## config.mk

```make
export PLATFORM = sky130hd
export DESIGN_NAME = ivl_uvm_ovl_underflow_mon
export DESIGN_NICKNAME = d
export VERILOG_FILES = /design/src/rtl/ivl_uvm_ovl_pkg.sv /design/src/rtl/ivl_uvm_ovl_sat_counter.sv /design/src/rtl/ivl_uvm_ovl_underflow_mon.sv
export SDC_FILE = /design/constraint.sdc
export NUM_CORES = 1
export LEC_CHECK = 0
export BUFFER_PORTS_ARGS = -buffer_cell sky130_fd_sc_hd__buf_2
export CELL_PAD_IN_SITES_DETAIL_PLACEMENT = 0
export CELL_PAD_IN_SITES_GLOBAL_PLACEMENT = 1
export CORE_ASPECT_RATIO = 0.8
export CORE_UTILIZATION = 25
export CTS_CLUSTER_SIZE = 25
export DETAILED_ROUTE_END_ITERATION = 8
export PLACE_DENSITY = 0.64
export SLEW_MARGIN = 20
export SYNTH_ARGS = -nofsm -noshare
export SYNTH_HDL_FRONTEND = slang
export SYNTH_SLANG_ARGS = --single-unit
export TNS_END_PERCENT = 50
```

## constraint.sdc

```tcl
create_clock -name clk -period 1.7 [get_ports clk]
set_input_delay 0.17 -clock clk [delete_from_list [all_inputs] [get_ports clk]]
set_output_delay 0.17 -clock clk [all_outputs]
set_load 0.05 [all_outputs]
```

## src/rtl/ivl_uvm_ovl_pkg.sv

```systemverilog
// Shared constants and state type for the ivl_uvm_ovl monitoring blocks.
package ivl_uvm_ovl_pkg;

  localparam int FIRE_UNDERFLOW = 0;
  localparam int FIRE_XCHECK    = 1;
  localparam int FIRE_COVER     = 2;

  typedef enum logic [1:0] {
    IDLE  = 2'd0,
    TRACK = 2'd1,
    ARMED = 2'd2
  } ovl_mon_state_e;

endpackage

```

## src/rtl/ivl_uvm_ovl_sat_counter.sv

```systemverilog
// Saturating event counter; clear and a coincident increment combine so the count restarts at 1.
module ivl_uvm_ovl_sat_counter #(
  parameter int CNT_W = 8
) (
  input  logic             clk,
  input  logic             rst_n,
  input  logic             clr,
  input  logic             inc,
  output logic [CNT_W-1:0] count
);

  localparam logic [CNT_W-1:0] MAX_CNT = '1;

  always_ff @(posedge clk or negedge rst_n) begin
    if (!rst_n) begin
      count <= '0;
    end else if (clr) begin
      count <= inc ? CNT_W'(1) : '0;
    end else if (inc && (count != MAX_CNT)) begin
      count <= count + CNT_W'(1);
    end
  end

endmodule

```

## src/rtl/ivl_uvm_ovl_underflow_mon.sv

```systemverilog
// OVL-style underflow monitor: flags a step from MIN to below MIN or above MAX, plus X/Z samples.
module ivl_uvm_ovl_underflow_mon
  import ivl_uvm_ovl_pkg::*;
#(
  parameter int WIDTH = 4,
  parameter int MIN   = 4,
  parameter int MAX   = 12,
  parameter int CNT_W = 8
) (
  input  logic             clk,
  input  logic             rst_n,
  input  logic             enable,
  input  logic [WIDTH-1:0] test_expr,
  input  logic             clear,
  output logic [2:0]       fire,
  output logic             armed,
  output logic             sticky,
  output logic [CNT_W-1:0] fire_count,
  output logic [WIDTH-1:0] first_fail_value,
  output ovl_mon_state_e   state_dbg
);

  // Handshake: no valid/ready; every output is meaningful every cycle and
  // reflects the sample taken at the previous rising edge.

  if ((MIN > MAX) || (MAX > (2**WIDTH - 1))) begin : g_bad_bounds
    $error("ivl_uvm_ovl_underflow_mon: require MIN <= MAX <= 2**WIDTH-1");
  end

  localparam logic [WIDTH-1:0] MIN_V = WIDTH'(MIN);
  localparam logic [WIDTH-1:0] MAX_V = WIDTH'(MAX);

  ovl_mon_state_e   state_q, state_d;
  logic [2:0]       fire_d;
  logic             xz;
  logic             fail;

`ifndef SYNTHESIS
  assign xz = (^test_expr === 1'bx);
`else
  assign xz = 1'b0;
`endif

  always_comb begin
    state_d = IDLE;
    fire_d  = '0;
    if (enable) begin
      if (xz) begin
        fire_d[FIRE_XCHECK] = 1'b1;
      end else begin
        state_d = (test_expr == MIN_V) ? ARMED : TRACK;
        fire_d[FIRE_COVER] = (test_expr == MIN_V);
        // Only a step taken directly out of MIN is judged.
        fire_d[FIRE_UNDERFLOW] = (state_q == ARMED) &&
                                 ((test_expr < MIN_V) || (test_expr > MAX_V));
      end
    end
  end

  assign fail = fire_d[FIRE_UNDERFLOW] | fire_d[FIRE_XCHECK];

  always_ff @(posedge clk or negedge rst_n) begin
    if (!rst_n) begin
      state_q <= IDLE;
      fire    <= '0;
    end else begin
      state_q <= state_d;
      fire    <= fire_d;
    end
  end

  always_ff @(posedge clk or negedge rst_n) begin
    if (!rst_n) begin
      sticky           <= 1'b0;
      first_fail_value <= '0;
    end else begin
      sticky <= clear ? fail : (sticky | fail);
      if (fire_d[FIRE_UNDERFLOW] && (clear || !sticky)) begin
        first_fail_value <= test_expr;
      end else if (clear) begin
        first_fail_value <= '0;
      end
    end
  end

  ivl_uvm_ovl_sat_counter #(.CNT_W(CNT_W)) u_fail_cnt (
    .clk   (clk),
    .rst_n (rst_n),
    .clr   (clear),
    .inc   (fail),
    .count (fire_count)
  );

  assign armed     = (state_q == ARMED);
  assign state_dbg = state_q;

endmodule
```

==> metrics.cfg, run 1 <==
[run_status]
status=finished, final reports clean

[floorplanning]
core_um2=2893
ios=27
rows=17
die_h_um=52.46
start_util_pct=27.51
die_x_um=65.08
dieArea_um2=3414

[timing]
worst_slew_pin_slew_ns=0.5135
final_hold_viol_count=0
fin_hold_ws_ns=0.1808
max_slew_margin_pct=65.64
min_period_ns=1.586
skew_ns=0.005252
setup_viol=0
tns_ns=0
rsz0062_at_grt=no
maxSlewViolCount=0
fin_crit_sh_pct=93.30
max_freq_ghz=0.6305

[logic_synthesis]
synth_area_leader_cell=dfrtp_1
syn_area_per_cell_um2=10.47
synth-seq-area-share_pct=50.31
yosysWarningCount=0
ys_ff_latch=16
yosys-top-cells-area=dfrtp_1 (50%), a22o_1 (4.4%), a21oi_1 (3.8%)
synth_cells=76
synthesis.area_um2=795.8
synth.net_count=85
synthDistinctLibCells=31
synth_top_area_share_pct=50.31

[critical_path]
critPathSlowestCell=nor2_1
cpPeakStageDelay_ns=0.41
rrSetupSlack_ns=0.11
r2r-end=u_fail_cnt.count[0]$_DFFE_PN0P_
crit_path_end_kind=flip-flop
arrival_ns=1.72
crit_required_ns=1.83
r2r_cells=6
path_max_fanout=7
timing.rr.start=u_fail_cnt.count[0]$_DFFE_PN0P_
start_kind=flip-flop
crit_chain=ha_2 -> nand3_1 -> nor2_1 -> buf_4 -> a21o_1 -> a21oi_1
worstSetupPathType=reg -> reg

[clock_network]
cts_max_level=1
ctsHoldBuffers=1
cts_root_buf=clkbuf_8
clk_latency_ns=0.25
cts.reportedPaths.clkPinSlew_ns=0.06
cts_buffers=3
cts-resized-gates=0
max-clock-path-buffers=2
clock-sinks=16
cts_setup_buffers=0
cts_tree=done

[routing]
wl_per_cell_um=12.90
drc=0
drt-total-wl_um=1857
ant_nets=0
vias=681
via_per_inst=4.729
drt_iter0_markers=20
drt_pre_antenna_iters=2

[global_route]
track_usage_pct=12.32
antenna_found_initial=0
grt_pass1_wl_um=3036
grt_pass1_vias=636
grt_max_degree=17
grt-ovfl-total=0

[worst_hold_path]
hold_path_depth=2
hp-start=test_expr[0]
worstHoldPathType=in -> reg
holdPathEnd=first_fail_value[0]$_DFFE_PN0P_

[power]
power_density_nw_per_um2=732.0
ir_worst_vdd_v=0.0002818
power.leakage_nw=0.5015

[layout]
final_cell_mix=buf_2 (25), dfrtp_1 (12), inv_1 (6), a21oi_1 (6), buf_4 (5)
final_common_cell=buf_2
diodes=0
drive_above_1_share_pct=43.40
fillers=321
nNetsFinal=116
area_growth_pct=34.28

[placed_design]
gp_congestion=0.7681
port_buffers=25
place_hpwl_um=1400

[flow_run]
max_cap_viol_count=0

==> worst max-delay path, delay by kind of cell (launching register included) <==
kind / cells / cell delay, ns
AOI/OAI and AO/OA: 2 / 0.17
buffers and inverters: 1 / 0.23
DFF: 1 / 0.38
adders and majority gates: 1 / 0.21
and+or+nand+nor: 2 / 0.48
==> cells in the mapped netlist <==
library cell	instances
o31ai_1	2
nor2b_2	1
a21oi_2	1
o41ai_1	3
nand4_1	1
buf_4	2
nand3_1	4
nor3_1	2
and2_1	1
buf_2	2
nor2b_1	3
a21oi_1	6
a21o_1	1
nor4_1	1
clkbuf_1	1
dfrtp_1	16
o21a_1	1
a22o_1	4
inv_1	6
o21ai_0	1
o2111ai_4	1
or4_1	3
o311ai_0	1
conb_1	1
ha_1	1
o211ai_1	1
or2b_2	1
mux2_2	1
nand2_1	3
a311oi_1	1
nor2_1	3
==> power breakdown <==
group / total, W / internal (W) / switching [W] / leakage, nW
sequential: 0.000386 / 0.000384 / 0.00000227 / 0.215
combinational: 0.0000601 / 0.0000156 / 0.0000445 / 0.258
clock: 0.000336 / 0.000205 / 0.000130 / 0.0288
==> metrics by stage <==
step	instances	worst slack (ns)	power (W)	instance area (um^2)	util, %
global placement	139	0.1540	0.0004514	1003	34.69
CTS	144	0.1211	0.0007966	1069	36.94
detailed placement	139	0.1259	0.0004525	1003	34.69
global route	144	0.009033	0.0008194	1069	36.94
floorplan	76	-0.1217	0.0004287	828.3	-
finish	144	0.1139	0.0007822	1069	36.94
==> layer usage <==
metal  up-vias  GRT usage [%]  wire length, um
li1        339              -                -
met1       320          14.91              882
met2        20          20.14              852
met3         2          5.217              114
met4         0          3.261                7
met5         -              0                0
==> final cells by class <==
type / count / area, um^2 / area share (%)
timing repair buffer: 31 / 172.7 / 16.16
inverter: 6 / 22.52 / 2.108
tap: 38 / 47.55 / 4.450
clock buffer: 4 / 55.05 / 5.152
sequential: 16 / 405.4 / 37.94
multi-input combinational: 49 / 365.4 / 34.19
==> flip-flops by register name, summed over array words and instances, names as in the netlist <==
name              count
first_fail_value      4
sticky                1
u_fail_cnt.count      8
state_dbg             1
fire                  2
==> kinds of logic (layout without fill, tap and decap cells) <==
| group | count (synthesis) | count (layout) | share of synthesized area [%] |
|---|---|---|---|
| flip-flops | 16 | 16 | 50.31 |
| buffers and inverters | 11 | 41 | 6.445 |
| adder cells (fa/ha/maj) | 1 | 1 | 1.572 |
| other | 1 | 1 | 0.4712 |
| AO/OA/AOI/OAI | 23 | 23 | 23.43 |
| AND/OR/NAND/NOR | 23 | 23 | 16.35 |
| multiplexers | 1 | 1 | 1.415 |
==> worst max path at each step <==
stage                                               start                         endpoint  cells past startpoint
after global routing      u_fail_cnt.count[0]$_DFFE_PN0P_  u_fail_cnt.count[0]$_DFFE_PN0P_                      6
after global placement    u_fail_cnt.count[0]$_DFFE_PN0P_  u_fail_cnt.count[5]$_DFFE_PN0P_                      5
after detailed placement  u_fail_cnt.count[0]$_DFFE_PN0P_  u_fail_cnt.count[5]$_DFFE_PN0P_                      5
final                     u_fail_cnt.count[0]$_DFFE_PN0P_  u_fail_cnt.count[0]$_DFFE_PN0P_                      6
after floorplan                         fire[2]$_DFF_PN0_  u_fail_cnt.count[4]$_DFFE_PN0P_                      4
after CTS                 u_fail_cnt.count[0]$_DFFE_PN0P_  u_fail_cnt.count[5]$_DFFE_PN0P_                      5
Power figures use the tool's default switching activity.
==> inputs of run 2 (changes only) <==
--- a/config.mk
+++ b/config.mk
@@ -13,6 +13,7 @@
 export CTS_CLUSTER_SIZE = 25
 export DETAILED_ROUTE_END_ITERATION = 8
 export PLACE_DENSITY = 0.64
+export REMOVE_ABC_BUFFERS = 1
 export SLEW_MARGIN = 20
 export SYNTH_ARGS = -nofsm -noshare
 export SYNTH_HDL_FRONTEND = slang
==> run 2 against run 1 <==
Net effect: critical path depth decreased by 2; flip-flop and latch count unchanged; cell count decreased by 0.69%; power is 0.87% higher; hold slack got worse by 0.0026 ns; register-to-register slack improved by 0.03 ns; combinational power fell by 2%; sequential share of layout area rose by 0.66 points; count of clock-buffer cells in the layout unchanged; global-route usage increased by 0.59 points; sequential power about the same; clock skew down 0.0030 ns; largest power group unchanged.
==> metrics.cfg, run 2 (synthesis gave the netlist of run 1 again) <==
[critical_path]
arrival_ns=1.70  ; was 1.72 ns
crit_chain=nor2b_2 -> o2111ai_4 -> nor4_1 -> mux2_2  ; was ha_2 -> nand3_1 -> nor2_1 -> buf_4 -> a21o_1 -> a21oi_1
start_kind=flip-flop  ; unchanged
path_max_fanout=7  ; unchanged
cpPeakStageDelay_ns=0.39  ; was 0.41 ns
crit_family=simple AND/OR/NAND/NOR gates  ; unchanged
worstSetupPathType=reg -> reg  ; unchanged
critPathSlowestCell=dfrtp_1  ; was nor2_1
crit_required_ns=1.84  ; was 1.83 ns
crit_buf_inv=0  ; was 1
crit_path_end_kind=flip-flop  ; unchanged

[routing]
drt_iter0_markers=24  ; was 20
drt_pre_antenna_iters=4  ; was 2
wl_per_cell_um=13.35  ; was 12.90 um
via_per_inst=4.909  ; was 4.729
vias=702  ; was 681
wl_met2_um=863  ; was 852 um
highest_layer=met4  ; unchanged
met3_length_um=100  ; was 114 um
ant_nets=0  ; unchanged
met1_length_um=936  ; was 882 um
drt-total-wl_um=1909  ; was 1857 um
drc=0  ; unchanged

[layout]
final_common_cell=buf_2  ; unchanged
final_cell_mix=buf_2 (25), dfrtp_1 (16), inv_1 (6), a21oi_1 (6)  ; was buf_2 (25), dfrtp_1 (12), inv_1 (6), a21oi_1 (6), buf_4 (5)
drive_above_1_share_pct=37.14  ; was 43.40%
diodes=0  ; unchanged
area_growth_pct=30.35  ; was 34.28%
reg.largest.list=u_fail_cnt.count: 8 flops, first_fail_value: 4 flops, fire: 2 flops  ; unchanged
final_util_pct=35.86  ; was 36.94%
nNetsFinal=115  ; was 116
largest_reg_flops=8  ; unchanged
largest-register=u_fail_cnt.count  ; unchanged

[timing]
min_period_ns=1.556  ; was 1.586 ns
maxSlewViolCount=0  ; unchanged
skew_ns=0.002231  ; was 0.005252 ns
max_freq_ghz=0.6428  ; was 0.6305 GHz
tns_ns=0  ; unchanged
setup_viol=0  ; unchanged
fin_crit_sh_pct=91.51  ; was 93.30%
final_hold_viol_count=0  ; unchanged
rsz0062_at_grt=no  ; unchanged

[floorplanning]
ios=27  ; unchanged
die_h_um=52.46  ; unchanged
dieArea_um2=3414  ; unchanged
start_util_pct=27.51  ; unchanged
die_x_um=65.08  ; unchanged
rows=17  ; unchanged
core_um2=2893  ; unchanged

[global_route]
track_usage_pct=12.91  ; was 12.32%
grt-ovfl-total=0  ; unchanged
antenna_found_initial=0  ; unchanged
grt_pass1_vias=649  ; was 636
grt_pass1_wl_um=3222  ; was 3036 um
grt_max_degree=17  ; unchanged

[clock_network]
cts_buffers=3  ; unchanged
cts.reportedPaths.clkPinSlew_ns=0.07  ; was 0.06 ns
max-clock-path-buffers=2  ; unchanged
cts_root_buf=clkbuf_8  ; unchanged
clock-sinks=16  ; unchanged
cts_tree=done  ; unchanged
cts_max_level=1  ; unchanged
clk_latency_ns=0.25  ; about the same
cts_setup_buffers=0  ; unchanged

[power]
power.leakage_nw=0.5057  ; was 0.5015 nW
ir_worst_vdd_v=0.0003540  ; was 0.0002818 V
power_density_nw_per_um2=760.6  ; was 732.0 nW/um^2

[run_status]
status=finished, final reports clean  ; unchanged

[flow_run]
max_cap_viol_count=0  ; unchanged

[placed_design]
place_hpwl_um=1412  ; was 1400 um
port_buffers=25  ; unchanged
gp_congestion=0.7948  ; was 0.7681

[worst_hold_path]
worstHoldPathType=in -> reg  ; unchanged

-- run 2: changes by cell type in the layout (fill, tap and decap cells not counted), sizes merged --
cell  delta
buf      -1
-- run 2: repair_timing --
| action | CTS | global route |
|---|---|---|
| endpoints found under the hold margin | 16 | 0 |
| setup endpoints to repair | 0 | 2 |
| hold buffers | 1 | 0 |
| gates resized for setup | 0 | 1 |
-- run 2: stage by stage --
step / total power (W) / hold WS, ns / std cells / setup slack, ns / cell area, um^2
finish: 0.0007890 / 0.1782 / 143 / 0.1444 / 1037
global route: 0.0008245 / 0.1733 / 143 / 0.009392 / 1037
CTS: 0.0007982 / 0.1774 / 143 / 0.06294 / 1035
detailed placement: 0.0004512 / 0.1143 / 138 / 0.06981 / 969.7
global placement: 0.0004501 / 0.1052 / 138 / 0.1343 / 969.7
floorplan: 0.0004220 / -0.1256 / 71 / -1.034 / 767.0
-- run 2: worst paths after layout --
path	cells past startpoint	end	startpoint	slack, ns
hold reg to reg	1	first_fail_value[3]$_DFFE_PN0P_	first_fail_value[3]$_DFFE_PN0P_	0.51
min in group asynchronous	2	fire[2]$_DFF_PN0_	rst_n	0.36
setup reg to reg	4	u_fail_cnt.count[5]$_DFFE_PN0P_	state_dbg[0]$_DFF_PN0_	0.14
setup / recovery	4	u_fail_cnt.count[5]$_DFFE_PN0P_	state_dbg[0]$_DFF_PN0_	0.14
max in group asynchronous	2	u_fail_cnt.count[2]$_DFFE_PN0P_	rst_n	1.07
hold / removal	2	first_fail_value[0]$_DFFE_PN0P_	test_expr[0]	0.18
-- run 2: area by class of cell --
| type | instances | area (um^2) |
|---|---|---|
| fillers | 320 | 1856 |
| multi-input cells | 49 | 346.6 |
| clock buffers | 4 | 55.05 |
| flip-flops and latches | 16 | 400.4 |
| inverters | 6 | 22.52 |
| repair buffers | 30 | 165.2 |
| well taps | 38 | 47.55 |
-- run 2: where the power goes --
group,leakage [nW],switching (W),internal [W]
Combinational,0.256,0.0000436,0.0000155
Clock,0.0288,0.000139,0.000206
Sequential,0.221,0.00000180,0.000383
Total,0.506,0.000184,0.000605
-- run 2: worst register-to-register path: stages, from the launching register on --
cell and delay, ns:
dfrtp_1 0.39, nor2b_2 0.16, o2111ai_4 0.18, nor4_1 0.34, mux2_2 0.37
-- run 2: layer usage --
| layer | GRT usage [%] | vias to the layer above |
|---|---|---|
| li1 | - | 334 |
| met1 | 17.90 | 347 |
| met2 | 19.44 | 19 |
| met3 | 3.913 | 2 |
| met4 | 3.261 | 0 |
| met5 | 0 | - |
